--- src/rtl/isa_io_master.sv ---
// isa_io_master: host-side ISA I/O cycle generator.
// Runs one IOR/IOW cycle at a time: address setup with AEN low, a strobe phase
// that IOCHRDY may stretch (bounded by a timeout), an address/data hold phase,
// then a one-clock completion pulse carrying read data and the timeout flag.
module isa_io_master #(
    parameter int unsigned SETUP_CYC   = 2,
    parameter int unsigned STROBE_CYC  = 4,
    parameter int unsigned HOLD_CYC    = 1,
    parameter int unsigned RDY_TIMEOUT = 255
) (
    input  logic       clk,
    input  logic       rst_n,
    // request side
    input  logic       req_valid,
    output logic       req_ready,
    input  logic       req_write,
    input  logic [9:0] req_addr,
    input  logic [7:0] req_wdata,
    // response side
    output logic       rsp_valid,
    output logic [7:0] rsp_rdata,
    output logic       rsp_timeout,
    // ISA bus
    output logic [9:0] SA,
    output logic [7:0] SD_out,
    output logic       SD_oe,
    input  logic [7:0] SD_in,
    output logic       IOR,
    output logic       IOW,
    output logic       AEN,
    input  logic       IOCHRDY
);

    typedef enum logic [2:0] {
        StIdle,
        StSetup,
        StStrobe,
        StWaitRdy,
        StHold,
        StResp
    } state_e;

    localparam logic [3:0] SetupCnt   = 4'(SETUP_CYC);
    localparam logic [3:0] StrobeCnt  = 4'(STROBE_CYC);
    localparam logic [3:0] HoldCnt    = 4'(HOLD_CYC);
    localparam logic [9:0] TimeoutCnt = 10'(RDY_TIMEOUT);

    state_e     state_q, state_d;
    logic [3:0] cnt_q, cnt_d;        // phase counter, terminal count is 1
    logic [9:0] tcnt_q, tcnt_d;      // clocks spent in the IOCHRDY wait
    logic [9:0] tcnt_inc;
    logic       to_q, to_d;          // IOCHRDY timeout seen this cycle
    logic       write_q, write_d;
    logic       ready_q, ready_d;
    logic [9:0] sa_q, sa_d;
    logic       aen_q, aen_d;
    logic       ior_q, ior_d;
    logic       iow_q, iow_d;
    logic       sd_oe_q, sd_oe_d;
    logic [7:0] sd_out_q, sd_out_d;
    logic [7:0] rdata_q, rdata_d;
    logic       rdy_meta_q, rdy_sync_q;
    logic       release_strobe;

    // Bring the asynchronous IOCHRDY into the clk domain.
    always_ff @(posedge clk or negedge rst_n) begin
        if (!rst_n) begin
            rdy_meta_q <= 1'b0;
            rdy_sync_q <= 1'b0;
        end else begin
            rdy_meta_q <= IOCHRDY;
            rdy_sync_q <= rdy_meta_q;
        end
    end

    // FSM state, counters and registered bus/response outputs.
    always_ff @(posedge clk or negedge rst_n) begin
        if (!rst_n) begin
            state_q  <= StIdle;
            cnt_q    <= 4'd0;
            tcnt_q   <= 10'd0;
            to_q     <= 1'b0;
            write_q  <= 1'b0;
            ready_q  <= 1'b0;
            sa_q     <= 10'd0;
            aen_q    <= 1'b1;
            ior_q    <= 1'b1;
            iow_q    <= 1'b1;
            sd_oe_q  <= 1'b0;
            sd_out_q <= 8'd0;
            rdata_q  <= 8'd0;
        end else begin
            state_q  <= state_d;
            cnt_q    <= cnt_d;
            tcnt_q   <= tcnt_d;
            to_q     <= to_d;
            write_q  <= write_d;
            ready_q  <= ready_d;
            sa_q     <= sa_d;
            aen_q    <= aen_d;
            ior_q    <= ior_d;
            iow_q    <= iow_d;
            sd_oe_q  <= sd_oe_d;
            sd_out_q <= sd_out_d;
            rdata_q  <= rdata_d;
        end
    end

    assign tcnt_inc = tcnt_q + 10'd1;

    // Next-state logic: sequence setup, strobe, ready-wait and hold phases.
    always_comb begin
        state_d        = state_q;
        cnt_d          = cnt_q;
        tcnt_d         = tcnt_q;
        to_d           = to_q;
        write_d        = write_q;
        sa_d           = sa_q;
        aen_d          = aen_q;
        ior_d          = ior_q;
        iow_d          = iow_q;
        sd_oe_d        = sd_oe_q;
        sd_out_d       = sd_out_q;
        rdata_d        = rdata_q;
        release_strobe = 1'b0;

        unique case (state_q)
            StIdle: begin
                // ready_q is only ever set while idle, so it gates the accept.
                if (req_valid && ready_q) begin
                    write_d  = req_write;
                    sa_d     = req_addr;
                    aen_d    = 1'b0;
                    sd_oe_d  = req_write;
                    sd_out_d = req_wdata;
                    to_d     = 1'b0;
                    cnt_d    = SetupCnt;
                    state_d  = StSetup;
                end
            end
            StSetup: begin
                if (cnt_q == 4'd1) begin
                    ior_d   = write_q;
                    iow_d   = !write_q;
                    cnt_d   = StrobeCnt;
                    state_d = StStrobe;
                end else begin
                    cnt_d = cnt_q - 4'd1;
                end
            end
            StStrobe: begin
                if (cnt_q == 4'd1) begin
                    if (rdy_sync_q) begin
                        release_strobe = 1'b1;
                    end else begin
                        tcnt_d  = 10'd0;
                        state_d = StWaitRdy;
                    end
                end else begin
                    cnt_d = cnt_q - 4'd1;
                end
            end
            StWaitRdy: begin
                // A target that becomes ready on the last allowed clock wins.
                if (rdy_sync_q) begin
                    release_strobe = 1'b1;
                end else if (tcnt_inc == TimeoutCnt) begin
                    to_d           = 1'b1;
                    release_strobe = 1'b1;
                end else begin
                    tcnt_d = tcnt_inc;
                end
            end
            StHold: begin
                if (cnt_q == 4'd1) begin
                    aen_d   = 1'b1;
                    sd_oe_d = 1'b0;
                    state_d = StResp;
                end else begin
                    cnt_d = cnt_q - 4'd1;
                end
            end
            StResp: begin
                state_d = StIdle;
            end
            default: begin
                state_d = StIdle;
            end
        endcase

        // Strobe release edge: reads capture SD_in here, timed out or not.
        if (release_strobe) begin
            ior_d   = 1'b1;
            iow_d   = 1'b1;
            if (!write_q) begin
                rdata_d = SD_in;
            end
            cnt_d   = HoldCnt;
            state_d = StHold;
        end

        ready_d = (state_d == StIdle);
    end

    assign req_ready   = ready_q;
    assign rsp_valid   = (state_q == StResp);
    assign rsp_timeout = rsp_valid & to_q;
    assign rsp_rdata   = rdata_q;
    assign SA          = sa_q;
    assign SD_out      = sd_out_q;
    assign SD_oe       = sd_oe_q;
    assign IOR         = ior_q;
    assign IOW         = iow_q;
    assign AEN         = aen_q;

    // Bus-level safety properties.
    a_one_strobe: assert property (@(posedge clk) disable iff (!rst_n) (ior_q || iow_q));
    a_read_no_drive: assert property (@(posedge clk) disable iff (!rst_n) (sd_oe_q -> write_q));

endmodule

--- config.mk ---
export PLATFORM = sky130hd
export DESIGN_NAME = isa_io_master
export DESIGN_NICKNAME = d
export VERILOG_FILES = /design/src/rtl/isa_io_master.sv
export SDC_FILE = /design/constraint.sdc
export NUM_CORES = 1
export LEC_CHECK = 0
export ABC_CLOCK_PERIOD_IN_PS = 3300
export CORE_ASPECT_RATIO = 1.25
export CORE_MARGIN = 1
export CORE_UTILIZATION = 34
export DETAILED_ROUTE_END_ITERATION = 8
export MAX_ROUTING_LAYER = met4
export PLACE_DENSITY_LB_ADDON = 0.25
export SYNTH_ARGS = -nofsm -noshare
export SYNTH_HDL_FRONTEND = slang
export SYNTH_SLANG_ARGS = --single-unit
--- constraint.sdc ---
create_clock -name clk -period 3.3 [get_ports clk]
set_clock_uncertainty 0.15 [all_clocks]
set_input_delay 0.66 -clock clk [delete_from_list [all_inputs] [get_ports clk]]
set_output_delay 0.66 -clock clk [all_outputs]
set_load 0.03 [all_outputs]
==> run_results.csv <==
group,metric,value,unit
cells_and_area,final_util,0.466,
power,peakVddDrop,0.478,mV
synthesis,syn-mean-instance-area,11.6,sq um
sta,post-route-min-period,2.90,ns
cells_and_area,drive_above_1_share,0.194,
cells_and_area,num_antenna_cells,0,
sta,max_freq,344,MHz
die,fp.dieW,78.6,microns
cts,clkSinkCount,52,
placed_design,place.gp.congestion,0.808,
synthesis,synth_edf_count,0,
drt,wl,5.20,mm
die,row_count,34,
synthesis,yosys.area.top_type,"dfrtp_1",
sta,final.setup.tns,0,ns
global_route,grt_util_all_layers,0.152,
outcome,status,"finished clean",
setup_path,cp_data_required_time,2.49,ns
synthesis,yosysTopAreaCellShare,0.492,
global_route,grt_pass1_wl,9.06,mm
placed_design,numPortBuffers,63,
drt,vias,1882,
setup_path,critPathArrivalTime,2.09,ns
setup_path,start_kind,"register",
synthesis,synth_warnings,0,
synthesis,synthXorXnorAreaFrac,0.0141,
hold_path,hp-class,"reg -> reg",
sta,slew_headroom,0.474,
cells_and_area,nNetsFinal,313,
sta,worst_slack,0.396,ns
synthesis,async_flop_share,1.00,
global_route,grt_pass1_vias,1925,
die,core_area,0.00702,sq mm
synthesis,synth_top_flop_cell,"dfrtp_1",
synthesis,synth.distinct_cells,49,
cts,tritoncts,"yes",
cells_and_area,seqCellArea,0.00131,sq mm
drt,drc,0,
setup_path,critPathKind,"reg -> out",
cts,ctsHoldBuffers,0,
cells_and_area,stdcell_count,369,
setup_path,crit_path_end_kind,"primary output",
die,chipHeight,97.7,microns
cts,clkTransAtPathRegs,0.11,ns
placed_design,placed_cells,361,
synthesis,muxShareOfSynthArea,0.127,
power,power_per_cell_area,917,mW/mm^2
synthesis,ys_seq_elements,52,
placed_design,dpl.hpwl,3.72,mm
die,dieArea,0.00768,sq mm
synthesis,synth.area.top_cells,"dfrtp_1, mux2_2, o21ai_0",
cts,cts_root_buf,"clkbuf_8",
sta,final_hold_viol_count,0,
synthesis,synthesis.nets,250,
synthesis,post_synth_fa_ha_maj_area_fraction,0.0201,
global_route,overflow,0,
sta,post-route-period-util,0.880,
job,cap_violations,0,
sta,grt_setup_unrepaired,"no",
cells_and_area,synthToLayoutAreaGrowth,31.2,%
synthesis,synth-compound-area-share,0.135,
drt,wire_per_inst,14.1,microns
sta,finalSetupViolCount,0,
synthesis,syn-cell-area,0.00249,sq mm
placed_design,post-place-ws,0.759,ns
power,leakage,1.38,nW
drt,antenna_left,0,
cells_and_area,layout_common_cells,"clkdlybuf4s50_1, dfrtp_1, mux2_2",
synthesis,synth_top_family_by_area,"compound AO/OA/AOI/OAI gates",
sta,slew_violations,0,
drt,avgViaCountPerCell,5.10,
cells_and_area,final_common_cell,"clkdlybuf4s50_1",
synthesis,synthSimpleGateAreaFrac,0.134,
synthesis,synth_seq_area_share,0.524,
drt,firstDrtPassIters,4,
cts,numCtsBuffers,5,
setup_path,cp_max_fo,10,
cts,cts_resized,0,
synthesis,syn_inst,215,
sta,whs,0.216,ns
cts,cts_setup_buffers,0,
cts,insertion_delay,0.31,ns
sta,worst_slew_pin_slew,0.789,ns
cells_and_area,fillerInstances,672,
cells_and_area,multi_input_area,0.00107,sq mm
die,io-pin-count,64,
global_route,grt_max_degree,37,
cts,htreeDepth,2,
cts,cts_max_path_buffers,2,
die,start_util,0.355,
global_route,antenna_found_initial,0,
drt,drtIter0Drc,62,
-- through the flow --
| stage | total power [mW] | cell area [sq um] |
|---|---|---|
| floorplan | 2.09 | 2490 |
| global placement | 2.61 | 3170 |
| detailed placement | 2.63 | 3170 |
| CTS | 3.03 | 3270 |
| global route | 3.19 | 3270 |
| finish | 3.00 | 3270 |
-- sequential cells by signal, indices dropped and copies added, names as in the netlist, 3 cells and up --
name / flops
cnt_q: 4
tcnt_q: 10
SD_out: 8
rsp_rdata: 8
SA: 10
state_q: 3
-- where the power goes --
part / total [mW] / internal [mW] / switching [mW]
logic: 1.53 / 0.710 / 0.818
clock network: 0.389 / 0.157 / 0.232
registers: 1.08 / 0.896 / 0.185
total: 3.00 / 1.76 / 1.23
-- synth_stat cells, types with 2 or more instances --
cell type and n:
dfrtp_1 49, mux2_2 28, nor2_1 16, o21ai_0 16
nand2_1 8, o31ai_1 8, a21oi_1 7, inv_1 6
a31oi_1 5, and3_1 5, nand2b_1 5, clkbuf_1 4
ha_1 4, a211o_1 3, buf_2 3, clkbuf_8 3
dfstp_2 3, nand3_1 3, nor3_1 3, xnor2_1 3
a211oi_1 2, buf_6 2, nand4_1 2, nor4_1 2
-- worst max-delay path, stage by stage (launching register included) --
cell and delay [ns]:
dfrtp_1 0.52, inv_1 0.15, nor2_1 0.26, and3_1 0.20, clkdlybuf4s50_1 0.67
-- final timing paths --
check | cells past startpoint | end | slack, ns | start
worst max-delay path | 4 | rsp_timeout | 0.40 | state_q[0]$_DFF_PN0_
worst min-delay path | 0 | rdy_sync_q$_DFF_PN0_ | 0.22 | rdy_meta_q$_DFF_PN0_
worst max register to register | 6 | rsp_rdata[7]$_DFFE_PN0P_ | 0.75 | tcnt_q[0]$_DFFE_PN0P_
worst min register to register | 0 | rdy_sync_q$_DFF_PN0_ | 0.22 | rdy_meta_q$_DFF_PN0_
max in group asynchronous | 2 | SA[4]$_DFFE_PN0P_ | 2.08 | rst_n
min in group asynchronous | 1 | tcnt_q[3]$_DFFE_PN0P_ | 0.28 | rst_n
-- layout make-up --
class | instances | share of cell area
well taps | 90 | 0.0345
clock buffers | 5 | 0.0211
clock inverters | 3 | 0.00804
flip-flops and latches | 52 | 0.399
inverters | 6 | 0.00689
multi-input cells | 145 | 0.327
repair buffers | 68 | 0.203
-- per-layer routing --
layer	share of wire	global-route usage	vias to the layer above
li1	-	-	908
met1	0.47	0.196	922
met2	0.47	0.233	46
met3	0.045	0.0357	6
met4	0.017	0.0527	0
met5	0	-	-
-- logic make-up after synthesis --
| logic type | Yosys count |
|---|---|
| DFF | 52 |
| and+or+nand+nor | 57 |
| AOI/OAI and AO/OA | 52 |
| buffers and inverters | 18 |
| xor gates and xnor gates | 4 |
| adders and majority gates | 4 |
| muxes | 28 |
No activity file was read; power rests on OpenSTA's default activity.
